[src/rtl/serializer_1b_128to1_pkg.sv]
// Shared widths and state encoding for the 1-bit 128:1 serializer.
package serializer_1b_128to1_pkg;

  localparam int p_nbits = 128;
  localparam int p_sbits = $clog2(p_nbits);

  typedef enum logic {
    IDLE = 1'b0,
    BUSY = 1'b1
  } state_e;

endpackage

[src/rtl/serializer_1b_128to1_if.sv]
// Input word stream and output bit stream of the serializer.
// master = producer/consumer side, slave = serializer side.
interface serializer_1b_128to1_if;
  import serializer_1b_128to1_pkg::*;

  logic               in_val;
  logic               in_rdy;
  logic [p_nbits-1:0] in_msg;
  logic [p_sbits-1:0] in_len;
  logic               out_val;
  logic               out_rdy;
  logic               out_msg;
  logic               out_last;

  modport master (
    output in_val, in_msg, in_len, out_rdy,
    input  in_rdy, out_val, out_msg, out_last
  );

  modport slave (
    input  in_val, in_msg, in_len, out_rdy,
    output in_rdy, out_val, out_msg, out_last
  );

endinterface

[src/rtl/serializer_1b_128to1_mux.sv]
// Combinational 1-bit N:1 mux selecting the bit currently on the serial link.
module mux_1b_nto1 #(
  parameter int p_nbits = 128,
  localparam int p_sbits = $clog2(p_nbits)
) (
  input  logic [p_nbits-1:0] in_,
  input  logic [p_sbits-1:0] sel,
  output logic               out
);

  // Pick one bit of the word by index.
  assign out = in_[sel];

endmodule

[src/rtl/serializer_1b_128to1.sv]
// Parallel-to-serial controller: takes a word plus last-bit index and emits
// bits 0..len LSB first on a val/rdy stream, with back-to-back reload.
//
//  state | meaning
//  ------+--------------------------------------------------------------
//  IDLE  | no word held; in_rdy=1, out_val=0
//  BUSY  | emitting word[cnt]; out_last when cnt==len; reload on last beat
module serializer_1b_128to1
  import serializer_1b_128to1_pkg::*;
(
  input  logic                    clk,
  input  logic                    reset,
  serializer_1b_128to1_if.slave   bus
);

  state_e             state;
  logic [p_nbits-1:0] word;
  logic [p_sbits-1:0] len;
  logic [p_sbits-1:0] cnt;

  logic busy;
  logic last;
  logic bit_sel;
  logic in_fire;
  logic out_fire;

  mux_1b_nto1 #(.p_nbits(p_nbits)) u_mux (
    .in_ (word),
    .sel (cnt),
    .out (bit_sel)
  );

  // Handshake decode; in_rdy looks at out_rdy so a new word can land on the
  // last beat without a bubble. in_val never feeds back into the ready/valid.
  assign busy         = (state == BUSY);
  assign last         = busy && (cnt == len);
  assign bus.out_val  = busy;
  assign bus.out_msg  = busy && bit_sel;
  assign bus.out_last = last;
  assign bus.in_rdy   = !busy || (last && bus.out_rdy);
  assign in_fire      = bus.in_val && bus.in_rdy;
  assign out_fire     = busy && bus.out_rdy;

  // Sequencer: load on accept, advance cnt on each output beat, reload or
  // return to IDLE after the last beat. cnt stops at len, so it never wraps.
  always_ff @(posedge clk) begin
    if (reset) begin
      state <= IDLE;
      word  <= '0;
      len   <= '0;
      cnt   <= '0;
    end else begin
      case (state)
        IDLE: begin
          if (in_fire) begin
            word  <= bus.in_msg;
            len   <= bus.in_len;
            cnt   <= '0;
            state <= BUSY;
          end
        end
        BUSY: begin
          if (out_fire) begin
            if (!last) begin
              cnt <= cnt + 1'b1;
            end else if (in_fire) begin
              word <= bus.in_msg;
              len  <= bus.in_len;
              cnt  <= '0;
            end else begin
              cnt   <= '0;
              state <= IDLE;
            end
          end
        end
        default: begin
          state <= IDLE;
          cnt   <= '0;
        end
      endcase
    end
  end

endmodule

[src/flat_wrapper.sv]
// flat-port wrapper written by rule: the top's interface ports become plain ports
module serializer_1b_128to1_flat import serializer_1b_128to1_pkg::*;
  (clk, reset, bus_in_val, bus_in_msg, bus_in_len, bus_out_rdy, bus_in_rdy, bus_out_val, bus_out_msg, bus_out_last);
  serializer_1b_128to1_if bus_i ();
  input  logic clk;
  input  logic reset;
  input wire logic [$bits(bus_i.in_val)-1:0] bus_in_val;
  input wire logic [$bits(bus_i.in_msg)-1:0] bus_in_msg;
  input wire logic [$bits(bus_i.in_len)-1:0] bus_in_len;
  input wire logic [$bits(bus_i.out_rdy)-1:0] bus_out_rdy;
  output wire logic [$bits(bus_i.in_rdy)-1:0] bus_in_rdy;
  output wire logic [$bits(bus_i.out_val)-1:0] bus_out_val;
  output wire logic [$bits(bus_i.out_msg)-1:0] bus_out_msg;
  output wire logic [$bits(bus_i.out_last)-1:0] bus_out_last;
  assign bus_i.in_val = bus_in_val;
  assign bus_i.in_msg = bus_in_msg;
  assign bus_i.in_len = bus_in_len;
  assign bus_i.out_rdy = bus_out_rdy;
  assign bus_in_rdy = bus_i.in_rdy;
  assign bus_out_val = bus_i.out_val;
  assign bus_out_msg = bus_i.out_msg;
  assign bus_out_last = bus_i.out_last;
  serializer_1b_128to1 u_core (.clk(clk), .reset(reset), .bus(bus_i));
endmodule
[config.mk]
export PLATFORM = sky130hd
export DESIGN_NAME = serializer_1b_128to1_flat
export DESIGN_NICKNAME = d
export VERILOG_FILES = /design/src/rtl/serializer_1b_128to1_pkg.sv /design/src/rtl/serializer_1b_128to1_if.sv /design/src/rtl/serializer_1b_128to1_mux.sv /design/src/rtl/serializer_1b_128to1.sv /design/src/flat_wrapper.sv
export SDC_FILE = /design/constraint.sdc
export NUM_CORES = 1
export LEC_CHECK = 0
export CORE_AREA = 2 2 107 109
export CTS_CLUSTER_DIAMETER = 60
export DETAILED_ROUTE_END_ITERATION = 7
export DIE_AREA = 0 0 109 111
export DONT_BUFFER_PORTS = 1
export GPL_TIMING_DRIVEN = 0
export PLACE_DENSITY = 0.83
export SYNTH_ARGS = -nofsm -noshare
export SYNTH_HDL_FRONTEND = slang
export SYNTH_HIERARCHICAL = 1
export SYNTH_SLANG_ARGS = --single-unit
[constraint.sdc]
create_clock -name clk -period 5.87 [get_ports clk]
set_clock_uncertainty 0.2 [all_clocks]
set_input_delay 1.174 -clock clk [delete_from_list [all_inputs] [get_ports clk]]
set_output_delay 1.174 -clock clk [all_outputs]
set_load 0.03 [all_outputs]
# Yosys cells after proc, flatten, opt, wreduce, memory -nomap -nowiden
# Cells that the tools add are included.
# totals
ff_bits	143
in_bits	139
output_inout_bits	4
wordCells	38
# op_classes
n_addsub	1
order_cmp	1
n_eq_ne	4
mux	18
bitwise	1
reduce_logical	9
# ops
cell	count
two-way mux 128 bit	3
case mux 128 bit (2 select lines)	1
two-way mux 7 bit	6
case mux 7 bit (2 select lines)	2
< comparator 7 x 8 -> 1 bit, second input constant	1
adder 7 x 1 -> 7 bit, second input constant	1
binary-select mux 1 bit (select 7 bit)	1
== test 7 bit	1
logical AND 1 bit	5
two-way mux 1 bit	4
!= test 2 bit, second input constant	2
AND reduction 2 bit	2
!= test 2 x 1 -> 1 bit, second input constant	1
case mux 1 bit (2 select lines)	1
zero test 1 bit	1
logical OR 1 bit	1
NOT 1 bit	1

# Depth between registers and ports, before layout
# Gate-level depths: netlist of run 1.
# logic_depth
word_depth	9
ltp_mapped	9
depth_no_buf	6

# Modules after synthesis
# The synthesis of run 1 kept the hierarchy.
# modules_own_cells
module	instances	cells_each	area_per_inst_um2	seq_area_each_um2
serializer_1b_128to1	1	654	5876.9	2862.7
mux_1b_nto1	1	86	1113.6	0.0

# Worst setup path before layout of run 1
# OpenSTA, ideal clock, no wires.
# synth_timing
kind	register to output
from	reg u_core.cnt[1]
to	out bus_out_msg
arrival_time_ns	2.120
required_time_ns	4.496
setup_slack_ns	2.376
stages_incl_launch_ff	8
path_buffers	1
cell_sequence	dfxtp_1 buf_6 mux4_2 mux4_2 and3b_1 a31oi_1 nand4_1 and2_1
# synth_between
elab_chain_len	3
# synth_lines
item	line_no	text
start: declaration	serializer_1b_128to1.sv:19	logic [p_sbits-1:0] cnt;
start signal: assignment	serializer_1b_128to1.sv:65	cnt <= cnt + 1'b1;
binary-select mux 1 bit (select 7 bit)	serializer_1b_128to1_mux.sv:12	assign out = in_[sel];
two-way mux 1 bit (implied by the code)	serializer_1b_128to1_mux.sv:12	
named net u_core.bit_sel	serializer_1b_128to1.sv:23	logic bit_sel;
logical AND 1 bit	serializer_1b_128to1.sv:38	assign bus.out_msg = busy && bit_sel;
end: declaration	flat_wrapper.sv:13	output wire logic [$bits(bus_i.out_msg)-1:0] bus_out_msg;
# The timed path passes the listed nets, and every way through them passes these cells. The select of a mux whose other input is x is not followed.

# Worst setup path in the final report of run 1
# layout_timing
from	reg u_core.cnt[0]
to	out bus_out_msg
# The elaborated chain is that of the path after synthesis.

==> impl_metrics.yaml, run 1 <==
synth:
  synthArstFlopShare_pct: 0
  ys_warn_count: 6
  synth_compound_area_share_pct: 2.67
  yosysTopAreaCell: "dfxtp_1"
  muxShareOfSynthArea_pct: 31.6
  synthTopCellsByArea: "dfxtp_1 (41%), mux2i_1 (21%), nand2_1 (15%), mux4_2 (9.3%), clkbuf_1 (1.8%)"
  syn_area_mm2: 0.00699
  yosysSeqAreaShare_pct: 41.0
  synth.avg_cell_area_um2: 9.45
  syn-num-nets: 880
  synth_top_family_by_area: "multiplexers"
  synth_top_area_share_pct: 41.0
  ys_types: 40
  synth_xor_xnor_area_share_pct: 0.877
  dominantRegCellSynth: "dfxtp_1"
  postSynthCellCount: 740
  synthSimpleGateAreaFrac_pct: 18.8
  synth-seq-cells: 143
  synth_adder_area_share_pct: 0.179
  synth_edf_count: 0
worst_hold_path:
  hold_class: "reg2reg"
  hold_depth: 2
global_routing:
  gr-total-overflow: 0
  antenna_found_initial: 0
  grt_max_degree: 17
  grt_usage_pct: 28.7
  grt_pass1_vias: 5413
  grt_pass1_wl_um: 26300
floorplan:
  ioPinCount: 143
  coreArea_mm2: 0.0111
  die-area_mm2: 0.0121
  initial_utilization_pct: 63.1
  num_rows: 39
  die_h_um: 111
  dieWidth_um: 109
cells_and_area:
  drive_gt1_share_pct: 11.4
  final_area_mm2: 0.00775
  diodes: 0
  final_common_cell: "nand2_1"
  syn_to_final_growth_pct: 10.9
  final_cell_mix: "nand2_1 (285), mux2i_1 (145), dfxtp_1 (143), clkbuf_1 (33), mux4_2 (29)"
  fillCellCount: 841
  nNetsFinal: 899
timing:
  timing.final.ws_setup_ns: 1.38
  fmaxAchievable_mhz: 223
  final_max_slew_viol_count: 0
  tightestPinTransition_ns: 0.788
  tns_ns: 0
  relSlewSlack_pct: 47.5
  fin_crit_sh_pct: 76.5
  fin_crit_ns: 4.49
  rsz0062_at_grt: "false"
  hold_violations: 0
  fin_hold_ws_ns: 0.258
  setup_violations: 0
clock_tree:
  clock_latency_ns: 0.43
  numCtsBuffers: 17
  clock_path_buffers: 2
  clock_sinks: 143
  cts_root_buf: "clkbuf_16"
  cts_hold_buffers: 0
  cts_max_level: 4
  cts_resized: 0
  tritoncts: "built"
  postCtsSetupBuffers: 0
  clk_pin_slew_ns: 0.06
routing:
  antenna_left: 0
  vias_per_cell: 5.90
  dr.first_iter.drc_count: 374
  drc: 0
  wire_per_inst_um: 18.3
  drt-total-wl_um: 16700
  drtPass1Iterations: 5
  vias: 5402
worst_setup_path:
  critPathKind: "reg2out"
  crit_required_ns: 4.50
  crit_path_end_kind: "output port"
  worst_setup_path_start_kind: "flip-flop"
  crit_fanout: 10
  cp.arrival_ns: 3.11
  r2r_cells: 7
place:
  place.gp.congestion: 0.873
  place_area_mm2: 0.00717
  place.port_buffers: 0
  hpwl_um: 12000
  pre_cts_ws_ns: 1.88
run_status:
  status: "completed"
power:
  leakagePower_nw: 3.12
  vdd_ir_drop_max_mv: 0.234
  powerDensity_mw_per_mm2: 325
job:
  max-cap-violations: 0
-- power breakdown --
part           switching (W)  internal, W  total [W]
Sequential         0.0000481      0.00106    0.00111
Combinational       0.000192     0.000167   0.000359
Clock               0.000424     0.000633    0.00106
Total               0.000664      0.00186    0.00252
-- cells by family (layout without fill, tap and decap cells) --
kind of cell    count (synthesis)  in the layout
mux                           178            178
simple gates                  326            326
compound gates                 25             25
xor+xnor                        7              7
buf+inv                        60             92
flops                         143            143
fa+ha+maj                       1              1
-- cells in the mapped netlist (all sizes together), types with 2 or more instances --
master   number
nor3          2
o211ai       10
and3b         2
mux2i       145
nor2b         3
and2          3
nand2       285
dfxtp       143
a21oi         2
mux4         33
o2111ai       2
nor2         10
nand4         3
nand3b        2
nand3         8
clkbuf       33
inv           3
buf          24
nand4b        2
nor4          3
o21ai         2
xnor2         7
-- registers in the layout, indices dropped and copies added (netlist names) --
signal              flops
u_core/bus.out_val      1
u_core/cnt              7
u_core/len              7
u_core/word           128
-- worst paths after layout --
kind | from | endpoint | slack, ns
worst max-delay path | u_core/cnt[0]$_SDFFE_PP0P_ | bus_out_msg | 1.38
worst min-delay path | u_core/word[92]$_SDFFE_PP0P_ | u_core/word[92]$_SDFFE_PP0P_ | 0.26
worst max register to register | u_core/cnt[4]$_SDFFE_PP0P_ | u_core/word[95]$_SDFFE_PP0P_ | 3.31
worst min register to register | u_core/word[92]$_SDFFE_PP0P_ | u_core/word[92]$_SDFFE_PP0P_ | 0.26
-- area by class of cell --
cell class              count  area (µm²)  share of cell area [%]
plain buffers              57         335                    4.33
inverters                   3        11.3                   0.145
clock buffers              18         439                    5.66
flip-flops and latches    143        2860                    36.9
multi-input cells         537        3780                    48.8
clock inverters            14         144                    1.86
well taps                 143         179                    2.31
-- layer usage --
layer  vias up  routed length [µm]  track usage [%]
li1       2574                   -                -
met1      2597                6980             35.6
met2       196                8140             46.7
met3        35                1130             6.82
met4         0                 452             13.0
met5         -                   0                0
-- stage by stage --
stage / total power (W) / instances / utilization, %
4_1_cts: 0.00253 / 915 / 70.0
3_3_place_gp: 0.00146 / 883 / 64.7
3_5_place_dp: 0.00148 / 883 / 64.7
2_1_floorplan: 0.00140 / 740 / -
6_report: 0.00252 / 915 / 70.0
5_1_grt: 0.00261 / 915 / 70.0
-- critical path, cell delays in order, from the launching register on --
cell and delay (ns):
dfxtp_1 0.44, buf_2 0.33, buf_2 0.47, mux4_2 0.56, mux2i_1 0.29, nand2_1 0.09
nand4b_1 0.10, nand4_1 0.12, and2_1 0.30
Note: power is estimated with default switching activity, not from simulation.
==> inputs of run 2 (changes only) <==
--- a/config.mk
+++ b/config.mk
@@ -5,13 +5,13 @@
 export SDC_FILE = /design/constraint.sdc
 export NUM_CORES = 1
 export LEC_CHECK = 0
-export CORE_AREA = 2 2 107 109
+export CORE_AREA = 2 2 114 116
 export CTS_CLUSTER_DIAMETER = 60
 export DETAILED_ROUTE_END_ITERATION = 7
-export DIE_AREA = 0 0 109 111
+export DIE_AREA = 0 0 116 118
 export DONT_BUFFER_PORTS = 1
 export GPL_TIMING_DRIVEN = 0
-export PLACE_DENSITY = 0.83
+export PLACE_DENSITY = 0.77
 export SYNTH_ARGS = -nofsm -noshare
 export SYNTH_HDL_FRONTEND = slang
 export SYNTH_HIERARCHICAL = 1
==> constraint.sdc (replaced) <==
create_clock -name clk -period 4.1 [get_ports clk]
set_clock_uncertainty 0.2 [all_clocks]
set_input_delay 0.82 -clock clk [delete_from_list [all_inputs] [get_ports clk]]
set_output_delay 0.82 -clock clk [all_outputs]
set_load 0.03 [all_outputs]
==> run 2 against run 1 <==
Against the previous run: non-clock buffer count unchanged; via count is 2.0% lower; core utilization shrank 7.1 points; combinational power is 43% higher; final cell count is 3.2% higher; design area rose by 0.69%; sequential power is 42% higher; global-route usage is 3.1 points lower; largest power group unchanged; first-iteration DRC count down 29%; sequential cell count unchanged; sequential share of layout area shrank 0.24 points.
==> impl_metrics.yaml, run 2 (synthesis gave the netlist of run 1 again) <==
floorplan:
  die_h_um: 118
  num_rows: 41
  ioPinCount: 143
  die-area_mm2: 0.0137
  initial_utilization_pct: 56.3
  coreArea_mm2: 0.0124
  dieWidth_um: 116
clock_tree:
  postCtsSetupBuffers: 0
  cts_root_buf: "clkbuf_16"
  clk_pin_slew_ns: 0.06
  numCtsBuffers: 17
  tritoncts: "built"
  clock_path_buffers: 2
  clock_sinks: 143
  clock_latency_ns: 0.42
  cts_max_level: 4
place:
  pre_cts_ws_ns: 0.355
  place_area_mm2: 0.00721
  hpwl_um: 12300
  place.port_buffers: 0
  place.gp.congestion: 0.819
power:
  finalPower_w: 0.00361
  leakagePower_nw: 3.12
  powerDensity_mw_per_mm2: 462
  vdd_ir_drop_max_mv: 0.337
cells_and_area:
  final_cell_mix: "nand2_1 (285), mux2i_1 (145), dfxtp_1 (142), clkbuf_1 (33), mux4_2 (29)"
  final_area_mm2: 0.00781
  syn_to_final_growth_pct: 11.7
  top_regs: "u_core/word (128), u_core/cnt (7), u_core/len (7)"
  regMostFlops: "u_core/word"
  final_common_cell: "nand2_1"
  largest_reg_flops: 128
  drive_gt1_share_pct: 11.5
  fillCellCount: 1063
  final_util_pct: 62.9
  nNetsFinal: 899
  diodes: 0
global_routing:
  grt_max_degree: 17
  grt_pass1_vias: 5493
  antenna_found_initial: 0
  grt_pass1_wl_um: 26800
  grt_usage_pct: 25.5
  gr-total-overflow: 0
routing:
  dr.first_iter.drc_count: 265
  drtPass1Iterations: 5
  vias: 5293
  drc: 0
  antenna_left: 0
  wire_per_inst_um: 17.8
  drt-total-wl_um: 16800
  vias_per_cell: 5.61
worst_setup_path:
  crit_required_ns: 3.08
  worst_setup_path_start_kind: "flip-flop"
  critPathKind: "reg2out"
  crit_fanout: 10
  cp.arrival_ns: 2.95
  crit_path_end_kind: "output port"
timing:
  final_max_slew_viol_count: 0
  hold_violations: 0
  fin_crit_sh_pct: 97.0
  timing.final.ws_setup_ns: 0.125
  rsz0062_at_grt: "false"
  tns_ns: 0
  fin_crit_ns: 3.97
  tightestPinTransition_ns: 0.772
  fmaxAchievable_mhz: 252
  relSlewSlack_pct: 48.6
  setup_violations: 0
run_status:
  status: "completed"
worst_hold_path:
  hold_class: "reg2reg"
job:
  max-cap-violations: 0
[run 2: stage by stage]
stage	std cells	hold WS (ns)
after floorplan	740	0.230
after global placement	912	0.239
after detailed placement	912	0.245
after CTS	944	0.244
after global routing	944	0.244
final	944	0.255
[run 2: worst paths after layout]
check | startpoint | endpoint | slack (ns) | cells after the start
min reg2reg | u_core/word[23]$_SDFFE_PP0P_ | u_core/word[23]$_SDFFE_PP0P_ | 0.26 | 2
min | u_core/word[23]$_SDFFE_PP0P_ | u_core/word[23]$_SDFFE_PP0P_ | 0.26 | 2
max | u_core/cnt[1]$_SDFFE_PP0P_ | bus_out_msg | 0.13 | 7
max reg2reg | u_core/cnt[4]$_SDFFE_PP0P_ | u_core/word[100]$_SDFFE_PP0P_ | 1.54 | 7
[run 2: critical path, stage by stage (launching register included)]
cell,delay [ns]
dfxtp_1,0.44
buf_6,0.22
mux4_2,0.53
mux4_2,0.50
and3b_1,0.20
a31oi_1,0.16
nand4_1,0.16
and2_1,0.31
[run 2: area by class of cell]
| type | count | area [µm²] | area share [%] |
|---|---|---|---|
| clock buffers | 18 | 439 | 5.63 |
| clock inverters | 14 | 141 | 1.81 |
| flip-flops and latches | 143 | 2860 | 36.7 |
| plain buffers | 57 | 353 | 4.52 |
| well taps | 172 | 215 | 2.76 |
| inverters | 3 | 11.3 | 0.144 |
| multi-input cells | 537 | 3780 | 48.5 |
[run 2: repair_timing]
| item | CTS | global route |
|---|---|---|
| hold buffers | 0 | 0 |
| gates cloned | 0 | 0 |
| setup endpoints to repair | 1 | 1 |
| resized for setup | 1 | 7 |
[run 2: metal layers]
| layer | track usage, % | routed length, µm | up-vias |
|---|---|---|---|
| met4 | 12.1 | 534 | 0 |
| met5 | 0 | 0 | - |
| met1 | 31.5 | 7150 | 2514 |
| met2 | 41.9 | 8280 | 170 |
| met3 | 5.92 | 849 | 35 |
| li1 | - | - | 2574 |
[run 2: report_power, final]
part           switching (W)  leakage [nW]  total, W  internal (W)
clock               0.000601         0.278   0.00151      0.000907
combinational       0.000272          1.67  0.000513      0.000242
sequential         0.0000687          1.18   0.00158       0.00151
==> variant 1 (config.mk and constraints of run 1) <==
`p_nbits` is set to 128 in 2 places; all go to 64.
--- a/src/rtl/serializer_1b_128to1_pkg.sv
+++ b/src/rtl/serializer_1b_128to1_pkg.sv
@@ -1,7 +1,7 @@
 // Shared widths and state encoding for the 1-bit 128:1 serializer.
 package serializer_1b_128to1_pkg;
 
-  localparam int p_nbits = 128;
+  localparam int p_nbits = 64;
   localparam int p_sbits = $clog2(p_nbits);
 
   typedef enum logic {
--- a/src/rtl/serializer_1b_128to1_mux.sv
+++ b/src/rtl/serializer_1b_128to1_mux.sv
@@ -1,6 +1,6 @@
 // Combinational 1-bit N:1 mux selecting the bit currently on the serial link.
 module mux_1b_nto1 #(
-  parameter int p_nbits = 128,
+  parameter int p_nbits = 64,
   localparam int p_sbits = $clog2(p_nbits)
 ) (
   input  logic [p_nbits-1:0] in_,
Ports: changed (resized bus_in_len and bus_in_msg); port bits go from 143 to 78. No check against the original RTL was run, so the function may have changed too.
==> variant 1 against run 1 <==
Worst setup slack improved by 0.45 ns. Wire length is 44% lower. First-iteration DRC count down 59%. Area after synthesis decreased by 39%. Synthesized cell count decreased by 43%. Power shrank 42%. Cell area decreased by 38%. Sequential share of layout area is 4.9 points lower. Sequential cell count shrank 66.
==> variant 1: results (changes against run 1) <==
metric;value;unit;change
status;finished clean;;
final_nets;511;;-43%
relSlewSlack;0.617;;+0.143
grt_use_met1;0.201;;-0.155
cts_setup_buffers;0;;unchanged
yosysUniqueCellTypes;39;;-2.5%
drtIter0Drc;153;;-59%
reg.largest.list;u_core/word (64), u_core/cnt (6), u_core/len (6);;
path_max_fanout;10;;unchanged
fin_ws;1.84;ns;+0.453 ns
grt.total_usage;0.163;;-0.123
gp_congestion;0.819;;-6.2%
synth_common_cells;nand2b_1, dfxtp_1, mux2i_1;;
globalRouteMet3Util;0.0429;;-0.0253
crit_path_start;u_core/cnt[1];;
rr_worst_depth;6;;-1
reg2reg_from;u_core/cnt[0];;
post-place-ws;2.16;ns;+0.276 ns
worstHoldStart;u_core/word[48];;
cts_buffers;9;;-8
viasPerCell;5.09;;-14%
reg2reg_to;u_core/word[59];;
synthArstFlopShare;0;;unchanged
diodes;0;;unchanged
grt_first_pass_wirelength;15200;µm;-42%
firstDrtPassIters;4;;-1
post_drt_wl_per_cell;16.1;µm;-12%
holdCritPathClass;reg2reg;;
r2r_setup_slack;3.88;ns;+0.57 ns
arrival;2.66;ns;-0.45 ns
syn_nets;500;;-43%
p_leak;1.78;nW;-43%
clock_path_buffers;2;;unchanged
cts_resized;0;;unchanged
drive_above_1_share;0.107;;-0.00741
ir_drop;0.134;mV;-43%
use_met2;0.278;;-0.190
yosys-top-cells-area;dfxtp_1, nand2b_1, mux2i_1;;
clkLatencyLatePin;0.33;ns;-0.10 ns
htreeDepth;3;;-1
ys_seq_area_frac;0.359;;-0.0500
grt_pass1_vias;3036;;-44%
dp.final_hpwl;7100;µm;-41%
yosys_warnings;6;;unchanged
grt_max_degree;14;;-3
holdPathEnd;u_core/word[48];;
[variant 1: cell count changes after synthesis, moves of 14 or more]
cell,delta
dfxtp_1,-66
mux4_2,-18
clkbuf_1,-14
nand2_1,-275
mux2i_1,-70
nand2b_1,+143
[variant 1: logic make-up (layout without fill, tap and decap cells)]
kind of cell,count (synthesis),in the layout,share of synthesized area
mux,88,88,0.242
flops,77,77,0.359
fa+ha+maj,1,1,0.00292
simple gates,191,191,0.267
buf+inv,36,52,0.0624
compound gates,26,26,0.0493
xor+xnor,6,6,0.0175
[variant 1: power by group]
part	internal (W)	total [W]	switching, W
Sequential	0.000569	0.000596	0.0000275
Combinational	0.000119	0.000225	0.000106
Clock	0.000428	0.000641	0.000213
Total	0.00112	0.00146	0.000346
[variant 1: worst max-delay path: stages (launching register included)]
cell and delay (ns):
dfxtp_1 0.41, buf_2 0.35, buf_2 0.38, mux4_2 0.29, nand2_1 0.05, and3_1 0.20, a211oi_2 0.29, and2_1 0.35
[variant 1: area by class of cell]
class / instances / area (µm²)
Tap cell: 143 / 179
Multi-Input combinational cell: 312 / 2480
Clock buffer: 11 / 243
Sequential cell: 77 / 1540
Clock inverter: 5 / 106
Inverter: 5 / 18.8
Fill cell: 1037 / 6260
Buffer: 31 / 249
[variant 1: worst max path at each step]
| stage | end |
|---|---|
| 6_report | bus_out_msg |
| 5_1_grt | bus_out_msg |
| 4_1_cts | bus_out_msg |
| 3_5_place_dp | bus_out_msg |
| 3_3_place_gp | bus_out_msg |
| 2_1_floorplan | bus_out_msg |
[variant 1: per-stage QoR]
step | std cells | power [W] | hold WS (ns) | util | instance area [µm²]
6_report | 584 | 0.00146 | 0.267 | 0.435 | 4820
5_1_grt | 584 | 0.00152 | 0.287 | 0.435 | 4820
4_1_cts | 584 | 0.00148 | 0.271 | 0.435 | 4820
3_5_place_dp | 568 | 0.000834 | 0.260 | 0.403 | 4470
3_3_place_gp | 568 | 0.000824 | 0.254 | 0.403 | 4470
2_1_floorplan | 425 | 0.000791 | 0.244 | - | 4290
[variant 1: metal layers]
layer / routed length [µm] / vias to the layer above
li1: - / 1477
met1: 4090 / 1403
met2: 4680 / 83
met3: 518 / 9
met4: 100 / 0
met5: 0 / -
==> variant 2 (settings of run 1) <==
Without the edit above. Reset style: asynchronous (`reset`), changed in one clocked block.
--- a/src/rtl/serializer_1b_128to1.sv
+++ b/src/rtl/serializer_1b_128to1.sv
@@ -43,7 +43,7 @@
 
   // Sequencer: load on accept, advance cnt on each output beat, reload or
   // return to IDLE after the last beat. cnt stops at len, so it never wraps.
-  always_ff @(posedge clk) begin
+  always_ff @(posedge clk or posedge reset) begin
     if (reset) begin
       state <= IDLE;
       word  <= '0;
Check against the original RTL: differs if reset is asserted again (counterexample within 4 cycles, from zero or initial values and one cycle with reset high); with reset held inactive, the same outputs for 4 cycles.
==> variant 2 against run 1 <==
Wire length decreased by 15%. Cell area fell by 0.74%. Critical path depth unchanged. Sequential cell count unchanged. Die area unchanged. Critical path type unchanged. Worst setup slack improved by 0.0074 ns. Sequential share of layout area is 9.6 points higher. Core utilization down 0.52 points. Area after synthesis down 2.2%.
Power is not compared: it rests on default switching activity, and its combinational part moved more than twofold at a synthesized area within 25%.
==> variant 2: results (changes against run 1) <==
metric;value;unit;change
final_nets;593;;-34%
whs;0.295;ns;+0.0369 ns
grt_max_degree;82;;+65
dp.final_hpwl;10100;µm;-16%
min_delay_path_depth;1;;-1
grt.total_usage;0.257;;-0.0292
tightest_slew;1.18;ns;+0.391 ns
ys_seq_area_frac;0.523;;+0.114
synth_common_cells;dfrtp_1, mux2_2, mux2_4;;
drive_above_1_share;0.476;;+0.362
post_drt_wl_per_cell;23.4;µm;+28%
clock_path_buffers;2;;unchanged
yosys-top-cells-area;dfrtp_1, mux2_2, mux2_4;;
worstHoldStart;u_core/word[27];;
syn_nets;573;;-35%
fin_cells;610;;-33%
placed_cells;577;;-35%
use_met2;0.392;;-0.0754
drtIter0Drc;244;;-35%
gp_congestion;0.811;;-7.1%
antenna_found_initial;2;;+2
synthArstFlopShare;1.00;;+1.00
place_area;0.00705;mm²;-1.7%
reg2reg_to;u_core/word[80];;
routed-wl-met3;1390;µm;+24%
cts_resized;0;;unchanged
grt_first_pass_wirelength;22600;µm;-14%
min_period;4.48;ns;-0.00742 ns
globalRouteMet3Util;0.113;;+0.0447
avgSynthCellArea;15.8;µm²;+67%
status;finished clean;;
met2_length;6890;µm;-15%
rr_worst_depth;6;;-1
firstDrtPassIters;4;;-1
holdPathEnd;u_core/word[27];;
wl_met1;5720;µm;-18%
yosysUniqueCellTypes;41;;+2.5%
reg2reg_from;u_core/cnt[4];;
grt_pass1_vias;4188;;-23%
ir_drop;0.422;mV;
post-place-ws;1.82;ns;-0.0595 ns
topRoutingLayerUsed;met5;;
variant 2: kinds of logic after synthesis:
kind of cell,synth area share
muxes,0.374
DFF,0.523
and+or+nand+nor,0.0430
buffers and inverters,0.0269
AOI/OAI and AO/OA,0.0194
xor gates and xnor gates,0.0115
adders and majority gates,0.00183
variant 2: cell type report:
cell class | count | area [µm²]
plain buffers | 25 | 169
multi-input cells | 261 | 3070
fillers | 737 | 3380
well taps | 143 | 179
clock buffers | 18 | 429
repair buffers | 1 | 27.5
inverters | 4 | 20.0
clock inverters | 14 | 215
flip-flops and latches | 143 | 3580
diodes | 1 | 2.50
variant 2: worst max-delay path, cell delays in order (launching register included):
cell,delay [ns]
dfrtp_1,0.56
buf_2,0.38
buf_2,0.38
mux4_2,0.37
mux2i_1,0.28
nand3_1,0.13
nand3_1,0.10
nand4_1,0.16
and2_1,0.31
